<file path="src/rtl/pbus_pkg.sv">
// Shared types and widths for the P bus responder: FSM states, bus widths, fallback byte.
// Pure declarations; no timing or backpressure of its own.
package pbus_pkg;

  typedef enum logic [1:0] {
    IDLE  = 2'd0,
    REQ   = 2'd1,
    DRIVE = 2'd2
  } state_t;

  localparam int CROM_AW = 24;
  localparam int SROM_AW = 17;
  localparam int PBUS_DW = 8;

  localparam logic [PBUS_DW-1:0] LATE_BYTE_DEFAULT = 8'hFF;

  function automatic logic [15:0] sat_inc16(input logic [15:0] v);
    return (v == 16'hFFFF) ? v : v + 16'd1;
  endfunction

endpackage

</file>
<file path="src/rtl/pck_edge.sv">
// Registered rising-edge detector for one latch pin; rise is combinational from pin vs last sample.
// Zero latency from pin to rise; no backpressure.
module pck_edge (
  input  logic clk,
  input  logic rst,
  input  logic pin,
  output logic rise
);

  logic prev;

  always_ff @(posedge clk) begin
    if (rst) prev <= 1'b0;
    else     prev <= pin;
  end

  assign rise = pin & ~prev;

endmodule

</file>
<file path="src/rtl/pbus_responder.sv">
// P bus responder: latches C-ROM address on PCK1, fetches one S/L0 ROM byte on PCK2 and drives it on PBUS[23:16].
// PCK edge to outputs 1 cycle, ACK to drive 1 cycle; ROM stalls bounded by DEADLINE. Optional PBUS_LATE_CNT_EN adds LATE_CNT.
module pbus_responder
  import pbus_pkg::*;
#(
  parameter int                 DEADLINE  = 8,
  parameter logic [PBUS_DW-1:0] LATE_BYTE = LATE_BYTE_DEFAULT
) (
  input  logic               CLK_24M,
  input  logic               RESET,
  input  logic [CROM_AW-1:0] PBUS_IN,
  input  logic               PCK1,
  input  logic               PCK2,
  input  logic               S2H1,
  input  logic               nVCS,
  output logic [CROM_AW-1:0] CROM_ADDR,
  output logic               CROM_VALID,
  output logic [SROM_AW-1:0] SROM_ADDR,
  output logic               SROM_SEL_L0,
  output logic               SROM_REQ,
  input  logic               SROM_ACK,
  input  logic [PBUS_DW-1:0] SROM_DATA,
  output logic [PBUS_DW-1:0] PBUS_DOUT,
  output logic               PBUS_OE
`ifdef PBUS_LATE_CNT_EN
  , output logic [15:0]      LATE_CNT
`endif
);

  localparam logic [3:0] DL_LAST = 4'(DEADLINE - 1);

  logic               pck1_edge;
  logic               pck2_edge;
  state_t             state, state_nxt;
  logic [3:0]         age, age_nxt;
  logic [PBUS_DW-1:0] dout_nxt;
  logic [15:0]        saddr_hi;
  logic               late_evt;
  logic               timeout;

  pck_edge u_pck1 (.clk(CLK_24M), .rst(RESET), .pin(PCK1), .rise(pck1_edge));
  pck_edge u_pck2 (.clk(CLK_24M), .rst(RESET), .pin(PCK2), .rise(pck2_edge));

  assign timeout = (age == DL_LAST);

  // A new PCK2 always wins: it aborts any fetch in flight and restarts the deadline.
  always_comb begin
    state_nxt = state;
    age_nxt   = age;
    dout_nxt  = PBUS_DOUT;
    late_evt  = 1'b0;
    case (state)
      IDLE: begin
        if (pck2_edge) begin
          state_nxt = REQ;
          age_nxt   = 4'd0;
        end
      end
      REQ: begin
        if (pck2_edge) begin
          age_nxt  = 4'd0;
          late_evt = 1'b1;
        end else if (timeout) begin
          state_nxt = DRIVE;
          dout_nxt  = LATE_BYTE;
          late_evt  = 1'b1;
        end else if (SROM_ACK) begin
          state_nxt = DRIVE;
          dout_nxt  = SROM_DATA;
        end else begin
          age_nxt = age + 4'd1;
        end
      end
      DRIVE: begin
        if (pck2_edge) begin
          state_nxt = REQ;
          age_nxt   = 4'd0;
        end else if (pck1_edge) begin
          state_nxt = IDLE;
        end
      end
      default: state_nxt = IDLE;
    endcase
  end

  always_ff @(posedge CLK_24M) begin
    if (RESET) begin
      state       <= IDLE;
      age         <= 4'd0;
      PBUS_DOUT   <= '0;
      CROM_ADDR   <= '0;
      CROM_VALID  <= 1'b0;
      saddr_hi    <= 16'd0;
      SROM_SEL_L0 <= 1'b0;
    end else begin
      state      <= state_nxt;
      age        <= age_nxt;
      PBUS_DOUT  <= dout_nxt;
      CROM_VALID <= pck1_edge;
      if (pck1_edge) CROM_ADDR <= PBUS_IN;
      if (pck2_edge) begin
        saddr_hi    <= PBUS_IN[15:0];
        SROM_SEL_L0 <= ~nVCS;
      end
    end
  end

`ifdef PBUS_LATE_CNT_EN
  always_ff @(posedge CLK_24M) begin
    if (RESET)         LATE_CNT <= 16'd0;
    else if (late_evt) LATE_CNT <= sat_inc16(LATE_CNT);
  end
`else
  logic unused_late;
  assign unused_late = late_evt;
`endif

  assign SROM_ADDR = {saddr_hi, S2H1};
  assign SROM_REQ  = (state == REQ);
  assign PBUS_OE   = (state == DRIVE);

endmodule

</file>
<file path="config.mk">
export PLATFORM = sky130hd
export DESIGN_NAME = pbus_responder
export DESIGN_NICKNAME = d
export VERILOG_FILES = /design/src/rtl/pbus_pkg.sv /design/src/rtl/pck_edge.sv /design/src/rtl/pbus_responder.sv
export SDC_FILE = /design/constraint.sdc
export NUM_CORES = 1
export LEC_CHECK = 0
export CORE_ASPECT_RATIO = 1.75
export CORE_UTILIZATION = 40
export DETAILED_ROUTE_END_ITERATION = 7
export PLACE_DENSITY_LB_ADDON = 0.12
export SLEW_MARGIN = 20
export SYNTH_ARGS = -nofsm -noshare
export SYNTH_HDL_FRONTEND = slang
export SYNTH_SLANG_ARGS = --single-unit
export TNS_END_PERCENT = 100
</file>
<file path="constraint.sdc">
create_clock -name CLK_24M -period 1.7 [get_ports CLK_24M]
set_input_delay 0.425 -clock CLK_24M [delete_from_list [all_inputs] [get_ports CLK_24M]]
set_output_delay 0.425 -clock CLK_24M [all_outputs]
set_load 0.005 [all_outputs]
</file>
# ---- After elaboration in Yosys (flattened, before gate mapping)
# Index checks and enable logic that the tools add are counted.
dict set report totals {
  register_bits 58
  input_bits 39
}
dict set report classes {
  add_sub_neg 1
  eq_ne 10
  muxes 14
  bitwise_logic 6
  n_reduce_logical 7
}
# op count
set op_table {}
lappend op_table {{4-bit two-way mux} 4}
lappend op_table {{8-bit two-way mux} 2}
lappend op_table {{2-bit two-way mux} 6}
lappend op_table {{4-bit case mux with 2 select lines} 1}
lappend op_table {{4-bit AND reduction} 2}
lappend op_table {{3-bit by 1-bit != test with 1-bit output (second input constant)} 2}
lappend op_table {{2-bit case mux with 3 select lines} 1}
lappend op_table {{4-bit by 1-bit adder with 4-bit output (second input constant)} 1}
lappend op_table {{4-bit by 3-bit == test with 1-bit output (second input constant)} 1}
lappend op_table {{2-bit != test (second input constant)} 2}
lappend op_table {{1-bit inverter} 4}
lappend op_table {{2-bit nonzero test} 2}
lappend op_table {{3-bit by 2-bit != test with 1-bit output (second input constant)} 1}
lappend op_table {{3-bit != test (second input constant)} 1}
lappend op_table {{3-bit AND reduction} 1}
lappend op_table {{1-bit AND} 2}
lappend op_table {{2-bit by 1-bit == test with 1-bit output (second input constant)} 1}
lappend op_table {{2-bit == test (second input constant)} 1}
lappend op_table {{2-bit zero test} 1}
lappend op_table {{2-bit by 1-bit != test with 1-bit output (second input constant)} 1}
lappend op_table {{2-bit OR reduction} 1}

# ---- Depth between registers and ports, before layout
dict set report logic_depth {
  word_depth 5
  depth_mapped 5
  mapped_depth_nobuf 5
}

# ---- Cells and area by module
# Synthesis repeated with hierarchy kept, for this count alone.
dict set report hier_totals {
  cells_unflattened 219
  hier_area_um2 2247.2
}
# mod instances cells_each area_each_um2
set modules_own_cells {}
lappend modules_own_cells {pbus_responder 1 213 2152.1}
lappend modules_own_cells {pck_edge 2 3 47.5}

# ---- Worst setup path before layout
# Ideal clock, no wire load.
dict set report synth_path {
  kind {register to register}
  from {register age[0]}
  to {register PBUS_DOUT[0]}
  t_arrival_ps 1248
  t_required_ps 1635
  path_slack_ps 387
  stages_incl_launch_ff 6
  path_buffers 0
  synth_period_minus_slack_ps 1313
  cell_sequence {dfxtp_1 -> ha_1 -> nand3b_4 -> a211oi_4 -> o22ai_1 -> nor2_1}
}
dict set report synth_between {
  elab_chain_len 3
  elab_cells_between_ends 4
}
# item line
set synth_rtl {}
lappend synth_rtl {{from (decl)} pbus_responder.sv:35} ;# logic [3:0] age, age_nxt;
lappend synth_rtl {{from (signal assigned)} pbus_responder.sv:97} ;# age <= age_nxt;
lappend synth_rtl {{4-bit by 3-bit == test with 1-bit output (*)} pbus_responder.sv:44} ;# assign timeout = (age == DL_LAST);
lappend synth_rtl {{2-bit nonzero test (no line)} --}
lappend synth_rtl {{3-bit AND reduction (no line)} --}
lappend synth_rtl {{to (signal assigned)} pbus_responder.sv:98} ;# PBUS_DOUT <= dout_nxt;
lappend synth_rtl {{to (decl)} pbus_responder.sv:23} ;# output logic [PBUS_DW-1:0] PBUS_DOUT,
# Every way passes the cells marked *; elsewhere a longest branch is shown, timed or not.
# A chain may end at the register's enable or synchronous reset.

# ---- Worst setup path after layout
dict set report layout_path {
  from {register SROM_SEL_L0}
  to {output port SROM_SEL_L0}
}
# item line
set layout_rtl {}
lappend layout_rtl {{from (decl)} pbus_responder.sv:19} ;# output logic SROM_SEL_L0,
lappend layout_rtl {{from (signal assigned)} pbus_responder.sv:103} ;# SROM_SEL_L0 <= ~nVCS;
# No word-level cell between the ends.

==> summary.md <==
| Metric | Value |
|---|---|
| Outcome | `finished, violations left` |
| Failing checks | `design-rule violations` |
| Power Dens Cells | `966 nW/um^2` |
| CP bufs+invs | `1` |
| Setup bufs post-CTS | `0` |
| Async SR Flop Fraction | `0` |
| Initial antenna violation count | `0` |
| Mapped Area | `2090 sq um` |
| Post-Synth XOR/XNOR Area | `0` |
| Delay-heaviest family, CP | `buffers and inverters` |
| Critical path class | `flop to output port` |
| Total grt overflow | `0` |
| Hold-fix buffers, CTS | `0` |
| Synthesized net count | `around 290` |
| Total Power | `about 3.2 mW` |
| Max frequency | `roughly 630 MHz` |
| Ratio of final minimum period to clock period | `0.941` |
| First-pass GRT wire length | `~8600 um` |
| Largest family of logic cells by synthesized area | `simple AND/OR/NAND/NOR gates` |
| DR vias/cell | `around 5.0` |
| Worst-Skew Late Latency | `approximately 0.32 ns` |
| DR vias | `approximately 2000` |
| Diode count | `0` |
| Total clock sinks | `58` |
| Post-route setup slack | `a little over 0.1 ns` |
| GRT Total Usage | `0.199` |
| YS warnings | `0` |
| CP startpoint kind | `flop` |
| CTS Buffer Depth | `2` |
| Final Hold Viols | `0` |
| Synth Area in Compound Gates | `0.156` |
| Die area | `~5500 sq um` |
| Dpl hpwl | `3640 um` |
| Die H | `97.7 um` |
| H-tree depth | `3` |
| Final min period | `1.60 ns` |
| Post-route setup TNS | `0 ns` |
| Die X-Extent | `approximately 57 um` |
| Max-cap violations | `0` |
| Count of input and output buffers | `89` |
| Dpl cells | `just under 400` |
| Post-synthesis simple-gate area fraction | `0.239` |
| Area of placed instances | `around 3000 sq um` |
| Pre-CTS setup slack | `-0.0668 ns` |
| Synth Area in Adders | `0.00597` |
| Core area | `~5000 sq um` |
| Ordered list of cells on the worst path | `clkdlybuf4s50_1` |
| Non-Filler Instances | `about 400` |
| Relative slew slack | `0.761` |
| #FFs+latches synth | `58` |
| Worst-Margin Slew | `0.359 ns` |
| Met2 routed WL | `between 2000 and 3000 um` |
| Slowest-stage cell, CP | `clkdlybuf4s50_1` |
| Synth area leader | `dfxtp_1` |
| Post-synth top cells | `83 x nand2_1, 58 x dfxtp_1, 42 x a21oi_1` |
| Hold Slack | `0.308 ns` |
| CTS Buf Count | `9` |
| Crit path required time | `~1.3 ns` |
| Setup violators final | `0` |
| Setup repair after global routing missed its margin | `false` |
| Multiplexer area fraction after synthesis | `0.00478` |
| Final Cell Area | `between 3000 and 4000 sq um` |
| Final net count | `around 390` |
| Vias in the first global route | `~2000` |
| Area contributors post-synth | `dfxtp_1 55%, nand2_1 15%, a21oi_1 10%` |
| Leak | `1.29 nW` |
| Ports | `92` |
| Worst vdd ir | `0.608 mV` |
| Initial detailed-routing violation count | `65` |
| Top Layer Used | `met4` |
| M1 WL | `1890 um` |
| # fillers | `~450` |
| Num rows | `34` |
| Fraction of layout cells with a size suffix above 1 | `0.0974` |
| Final core occ | `0.653` |
| Most frequent cell after synthesis | `nand2_1` |
| Hold Path Class | `input port to flop` |
| Post-synthesis sequential area ratio | `0.554` |
| DR WL/cell | `~12 um` |
| CTS resizes | `6` |
| Final Wtd Congestion | `0.715` |
| CTS root buffer | `clkbuf_8` |
| DRC Markers | `10` |
| Metal3 WL | `316 um` |
| Crit path capture type | `output port` |
| Top cell type's share of synthesized area | `0.554` |
| Yosys cell types | `29` |
| Critical Path Max Stage Delay | `0.50 ns` |
| Area Overhead vs Synth | `56.5%` |
| EDFF count, synth | `0` |
| Initial Util | `0.417` |
| TritonCTS clock tree | `yes` |
| Fin. max-slew vios | `0` |
| DRT antenna net count | `0` |
| Syn Area/Cell | `8.34 sq um` |
| TritonRoute pass-1 iters | `8` |
| WL final | `around 5000 um` |
| Ys flop type | `dfxtp_1` |
| WP data arrival | `1.17 ns` |
| Cells after Synth | `approximately 250` |
| Largest net degree at the start of global routing | `33` |
| Max Clock Skew | `between 0.004 and 0.005 ns` |
| Worst Path Max Fanout | `2` |
| Worst-path clk slew | `0.06 ns` |
[final cells by class]
class                      instances  area [sq um]  area share
tap                               54          67.6      0.0206
timing repair buffer             100           978       0.298
clock buffer                      13           169      0.0515
sequential                        58          1170       0.356
clock inverter                     2          35.0      0.0107
multi-input combinational        174           855       0.261
inverter                           2          7.51     0.00229
[kinds of logic after synthesis]
kind of cell / after synthesis
AOI/OAI and AO/OA: 57
and+or+nand+nor: 115
muxes: 1
DFF: 58
buffers and inverters: 19
adders and majority gates: 1
[routing by layer]
| layer | global-route usage | vias to the layer above |
|---|---|---|
| met5 | 0 | - |
| met4 | 0.0865 | 0 |
| met3 | 0.0546 | 9 |
| met2 | 0.364 | 64 |
| met1 | 0.205 | 926 |
| li1 | - | 1016 |
[cell usage in the layout (no fill, tap or decap), types with 2 or more instances in the layout]
cell type / count
dlygate4sd2_1: 2
buf_4: 10
clkdlybuf4s50_1: 86
nor2b_2: 2
nor2b_1: 3
o22ai_1: 8
nor2_1: 14
a21oi_1: 42
dfxtp_1: 56
nand2_1: 83
nand2b_1: 3
a22oi_1: 2
nand3_1: 2
clkbuf_8: 12
[where the power goes]
part	total (mW)	switching, mW	internal [mW]
clock network	1.28	0.493	0.787
logic	0.421	0.170	0.251
registers	1.47	0.0363	1.43
[registers in the layout (all words and copies together) (netlist names)]
signal / cells
age: 4
u_pck1.prev: 1
state: 2
u_pck2.prev: 1
CROM_VALID: 1
PBUS_DOUT: 8
SROM_SEL_L0: 1
saddr_hi: 16
CROM_ADDR: 24
[final timing paths]
kind | startpoint | to | slack, ns | cells past startpoint
max | SROM_SEL_L0$_SDFFE_PP0P_ | SROM_SEL_L0 | 0.10 | 1
min | RESET | u_pck1.prev$_SDFF_PP0_ | 0.31 | 2
max reg2reg | age[0]$_SDFFE_PP0P_ | PBUS_DOUT[4]$_SDFFE_PP0P_ | 0.26 | 6
min reg2reg | u_pck1.prev$_SDFF_PP0_ | CROM_VALID$_SDFF_PP0_ | 0.45 | 1
Power figures use the tool's default switching activity.
==> RTL edit 1 (config.mk and constraints unchanged) <==
The package constant `CROM_AW` goes from 24 to 36.
--- a/src/rtl/pbus_pkg.sv
+++ b/src/rtl/pbus_pkg.sv
@@ -8,7 +8,7 @@
     DRIVE = 2'd2
   } state_t;
 
-  localparam int CROM_AW = 24;
+  localparam int CROM_AW = 36;
   localparam int SROM_AW = 17;
   localparam int PBUS_DW = 8;
 
Interface: changed (resized CROM_ADDR and PBUS_IN); port bits go from 92 to 116. No check against the original RTL was run, so the function may have changed too.
==> RTL edit 1 against the unedited design <==
- fmax down 2.7%
- count of clock-buffer cells in the layout unchanged
- total power up 22%
- register-to-register slack worse by 0.12 ns
- combinational power up 30%
- design area up 26%
- critical path depth unchanged
- area after synthesis up 24%
- sequential cell count up 12
- wire length up 36%
- synthesized cell count up 26%
- setup slack worse by 0.044 ns
- sequential share of layout area down 1.5 points
- largest power group unchanged
==> RTL edit 1: results (changes against the unedited design) <==
[run_status]
outcome = finished, final reports clean  ; was finished, violations left

[sta]
post-route-period-util_pct = 96.7  ; was 94.1%
hold_slack_ns = 0.384  ; was 0.308 ns
worstMarginPinSlew_ns = 0.367  ; was 0.359 ns

[global_route]
grt_max_degree = 34  ; was 33
grt_use_met2_pct = 37.2  ; was 36.4%
track_usage_pct = 21.1  ; was 19.9%
grt_pass1_wl_um = 10900  ; was 8610 µm

[yosys]
synth.distinct_cells = 30  ; was 29
syn_area_per_cell_um2 = 8.20  ; was 8.34 µm²
synthTopCellsByCount = nand2_1 (105), dfxtp_1 (70), a21oi_1 (52)  ; was nand2_1 (83), dfxtp_1 (58), a21oi_1 (42)
synth-seq-area-share_pct = 53.9  ; was 55.4%
synth_nets = 369  ; was 291
ys_warn_count = 0  ; unchanged

[placed_design]
routabilityCongestion = 0.863  ; was 0.715
dp.cells = 506  ; was 388
dpl-instance-area_um2 = 3880  ; was 3070 µm²
io_buffers = 113  ; was 89
place_ws_ns = -0.0763  ; was -0.0668 ns

[drt]
via_per_inst = 4.80  ; was 5.00
wl_met3_um = 432  ; was 316 µm
met1Wirelength_um = 2560  ; was 1890 µm
wl_per_cell_um = 13.1  ; was 12.4 µm
wl_met2_um = 3590  ; was 2710 µm

[power]
ir_drop_mv = 0.658  ; was 0.608 mV
p_leak_nw = 1.59  ; was 1.29 nW
p_switching_mw = 0.860  ; was 0.699 mW

[cts]
cts_sinks = 70  ; was 58
cts-resized-gates = 5  ; was 6
clk_latency_ns = 0.35  ; was 0.32 ns

[finish]
nNonClkBuffers = 131  ; was 100
nets = 489  ; was 385
largestRegisters = CROM_ADDR (36), saddr_hi (16), PBUS_DOUT (8)  ; was CROM_ADDR (24), saddr_hi (16), PBUS_DOUT (8)
comb.multi_input.count = 204  ; was 174
n_clock_buffer = 13  ; unchanged
fillerInstances = 542  ; was 452
seq_area_um2 = 1400  ; was 1170 µm²
fin_util_pct = 66.2  ; was 65.3%
nNonClkInverters = 21  ; was 2
clk_share_pct = 5.68  ; was 6.22%

[floorplan]
die_w_um = 62.9  ; was 56.7 µm

[critical_path]
cp.arrival_ns = 1.22  ; was 1.17 ns
worst_path_largest_cell_delay_ns = 0.53  ; was 0.50 ns
reg2reg_depth = 4  ; was 6

## RTL edit 1: logic make-up after synthesis
logic type	Yosys count	share of synthesized area, %
AOI/OAI and AO/OA	71	16.1
and+or+nand+nor	130	22.0
buffers and inverters	43	6.74
muxes	2	0.770
DFF	70	53.9
adders and majority gates	1	0.481
## RTL edit 1: path summary, 6_finish.rpt
kind | from | end
worst min register to register | CROM_ADDR[21] | CROM_ADDR[21]
worst max-delay path | CROM_ADDR[27] | CROM_ADDR[27]
worst max register to register | age[0] | PBUS_DOUT[1]
worst min-delay path | RESET | CROM_ADDR[3]
## RTL edit 1: power by group through the flow
stage / Sequential, mW / Clock [mW] / Combinational [mW]
6_report: 1.77 / 1.54 / 0.549
3_5_place_dp: 1.81 / 0 / 0.553
4_1_cts: 1.77 / 1.59 / 0.557
5_1_grt: 1.78 / 1.66 / 0.602
2_1_floorplan: 1.81 / 0 / 0.187
3_3_place_gp: 1.80 / 0 / 0.549
==> RTL edit 2 (same settings) <==
Without the edit above. The 3 states of `state_t` get a one-hot encoding in 3 bits.
--- a/src/rtl/pbus_pkg.sv
+++ b/src/rtl/pbus_pkg.sv
@@ -2,10 +2,10 @@
 // Pure declarations; no timing or backpressure of its own.
 package pbus_pkg;
 
-  typedef enum logic [1:0] {
-    IDLE  = 2'd0,
-    REQ   = 2'd1,
-    DRIVE = 2'd2
+  typedef enum logic [2:0] {
+    IDLE  = 3'b001,
+    REQ   = 3'b010,
+    DRIVE = 3'b100
   } state_t;
 
   localparam int CROM_AW = 24;
Behaviour: no difference found for any inputs over 10 cycles, from zero or initial values and one cycle with RESET high; not proved beyond that.
==> RTL edit 2 against the unedited design <==
- the run still ends with design-rule violations left
- sequential cell count is 1 higher
- synthesized cell count grew 8.4%
- total power grew 0.65%
- global-route usage is 0.68 points higher
- clock skew up 0.0041 ns
- area after synthesis up 4.3%
- largest cell class unchanged
- wire length rose by 12%
- setup slack got worse by 0.036 ns
- fmax is 2.2% lower
- design area increased by 6.1%
- first-iteration DRC count is 9.2% higher
- sequential share of layout area decreased by 1.5 points
==> RTL edit 2: results (changes against the unedited design) <==
[yosys]
synthTopCellsByCount = nand2_1 (82), dfxtp_1 (59), a21oi_1 (45)  ; was nand2_1 (83), dfxtp_1 (58), a21oi_1 (42)
ys_warn_count = 0  ; unchanged
syn_area_per_cell_um2 = 8.03  ; was 8.34 µm²
synth-seq-area-share_pct = 54.1  ; was 55.4%
yosys-top-cells-area = dfxtp_1 (54%), nand2_1 (14%), a21oi_1 (10%)  ; was dfxtp_1 (55%), nand2_1 (15%), a21oi_1 (10%)
synth_ff_type = dfxtp_1  ; unchanged
synth_nets = 312  ; was 291
synth.distinct_cells = 27  ; was 29

[critical_path]
worst_path_largest_cell_delay_ns = 0.40  ; was 0.50 ns
path_max_fanout = 3  ; was 2
cp.arrival_ns = 1.21  ; was 1.17 ns
critPathCapture = SROM_REQ  ; was SROM_SEL_L0
cp-startpoint = state[0]  ; was SROM_SEL_L0
reg2reg_to = PBUS_DOUT[7]  ; was PBUS_DOUT[4]
rrSetupSlack_ns = 0.08  ; was 0.26 ns
crit_slowest_cell = or3b_4  ; was clkdlybuf4s50_1
critPathTopFamily = simple AND/OR/NAND/NOR gates  ; was buffers and inverters

[drt]
via_per_inst = 4.95  ; was 5.00
vias = 2153  ; was 2015
drtIter0Drc = 71  ; was 65
drcViolationCount = 7  ; was 10
firstDrtPassIters = 6  ; was 8
wl_per_cell_um = 12.9  ; was 12.4 µm

[run_status]
violations = design-rule violations  ; unchanged
outcome = finished, violations left  ; unchanged

[placed_design]
hpwl_um = 3860  ; was 3640 µm
routabilityCongestion = 0.828  ; was 0.715
dpl-instance-area_um2 = 3220  ; was 3070 µm²
place_ws_ns = -0.208  ; was -0.0668 ns

[global_route]
grt_pass1_wl_um = 9110  ; was 8610 µm
grt_max_degree = 28  ; was 33
first_global_vias = 2056  ; was 2008
track_usage_pct = 20.5  ; was 19.9%

[finish]
fillerInstances = 473  ; was 452
drive_gt1_share_pct = 14.2  ; was 9.74%
nets = 417  ; was 385

[power]
ir_drop_mv = 0.515  ; was 0.608 mV
p_leak_nw = 1.35  ; was 1.29 nW
internal_power_mw = 2.48  ; was 2.47 mW

[sta]
worstMarginPinSlew_ns = 0.332  ; was 0.359 ns
min_period_ns = 1.64  ; was 1.60 ns
finClkSkew_ns = 0.00843  ; was 0.00429 ns

[min_path]
hold_class = in2reg  ; unchanged

[cts]
clk_pin_slew_ns = 0.06  ; about the same
cts-buffers-inserted = 9  ; unchanged
clk_latency_ns = 0.32  ; about the same

## RTL edit 2: cell families after synthesis
group / after synthesis / share of synthesized area [%]
compound gates: 56 / 14.4
xor+xnor: 1 / 0.401
fa+ha+maj: 1 / 0.573
buf+inv: 21 / 4.12
flops: 59 / 54.1
mux: 1 / 0.458
simple gates: 133 / 26.0
## RTL edit 2: how the worst min path moves through the flow
stage / from / end / slack, ns / cells after the start
floorplan: u_pck1.prev / CROM_VALID / 0.41 / 1
global placement: u_pck1.prev / CROM_VALID / 0.44 / 1
detailed placement: u_pck1.prev / CROM_VALID / 0.44 / 1
CTS: RESET / age[1] / 0.42 / 2
global route: RESET / u_pck2.prev / 0.43 / 2
finish: RESET / age[1] / 0.43 / 2
## RTL edit 2: what timing repair did
action,CTS,global route
hold buffers,0,0
buffers inserted,2,2
endpoints found under the hold margin,0,0
setup endpoints to repair,2,13
resized for setup,10,6
pin swaps,2,3
## RTL edit 2: layer usage
metal  wire [µm]  track usage (%)
met4         108             11.0
met3         300             5.72
met1        2250             22.6
met5           0                0
met2        2950             34.9
## RTL edit 2: cell type report
type	count	area (µm²)	share of cell area [%]
Timing Repair Buffer	113	1080	31.0
Inverter	2	7.51	0.216
Sequential cell	59	1180	34.1
Clock buffer	12	165	4.75
Multi-Input combinational cell	192	940	27.0
Clock inverter	2	35.0	1.01
Tap cell	55	68.8	1.98
## RTL edit 2: power by group through the flow
stage               clock network [mW]  logic (mW)  registers, mW
global placement                     0       0.420           1.51
detailed placement                   0       0.423           1.51
floorplan                            0       0.154           1.51
global route                      1.37       0.471           1.48
finish                            1.28       0.429           1.48
CTS                               1.31       0.429           1.48
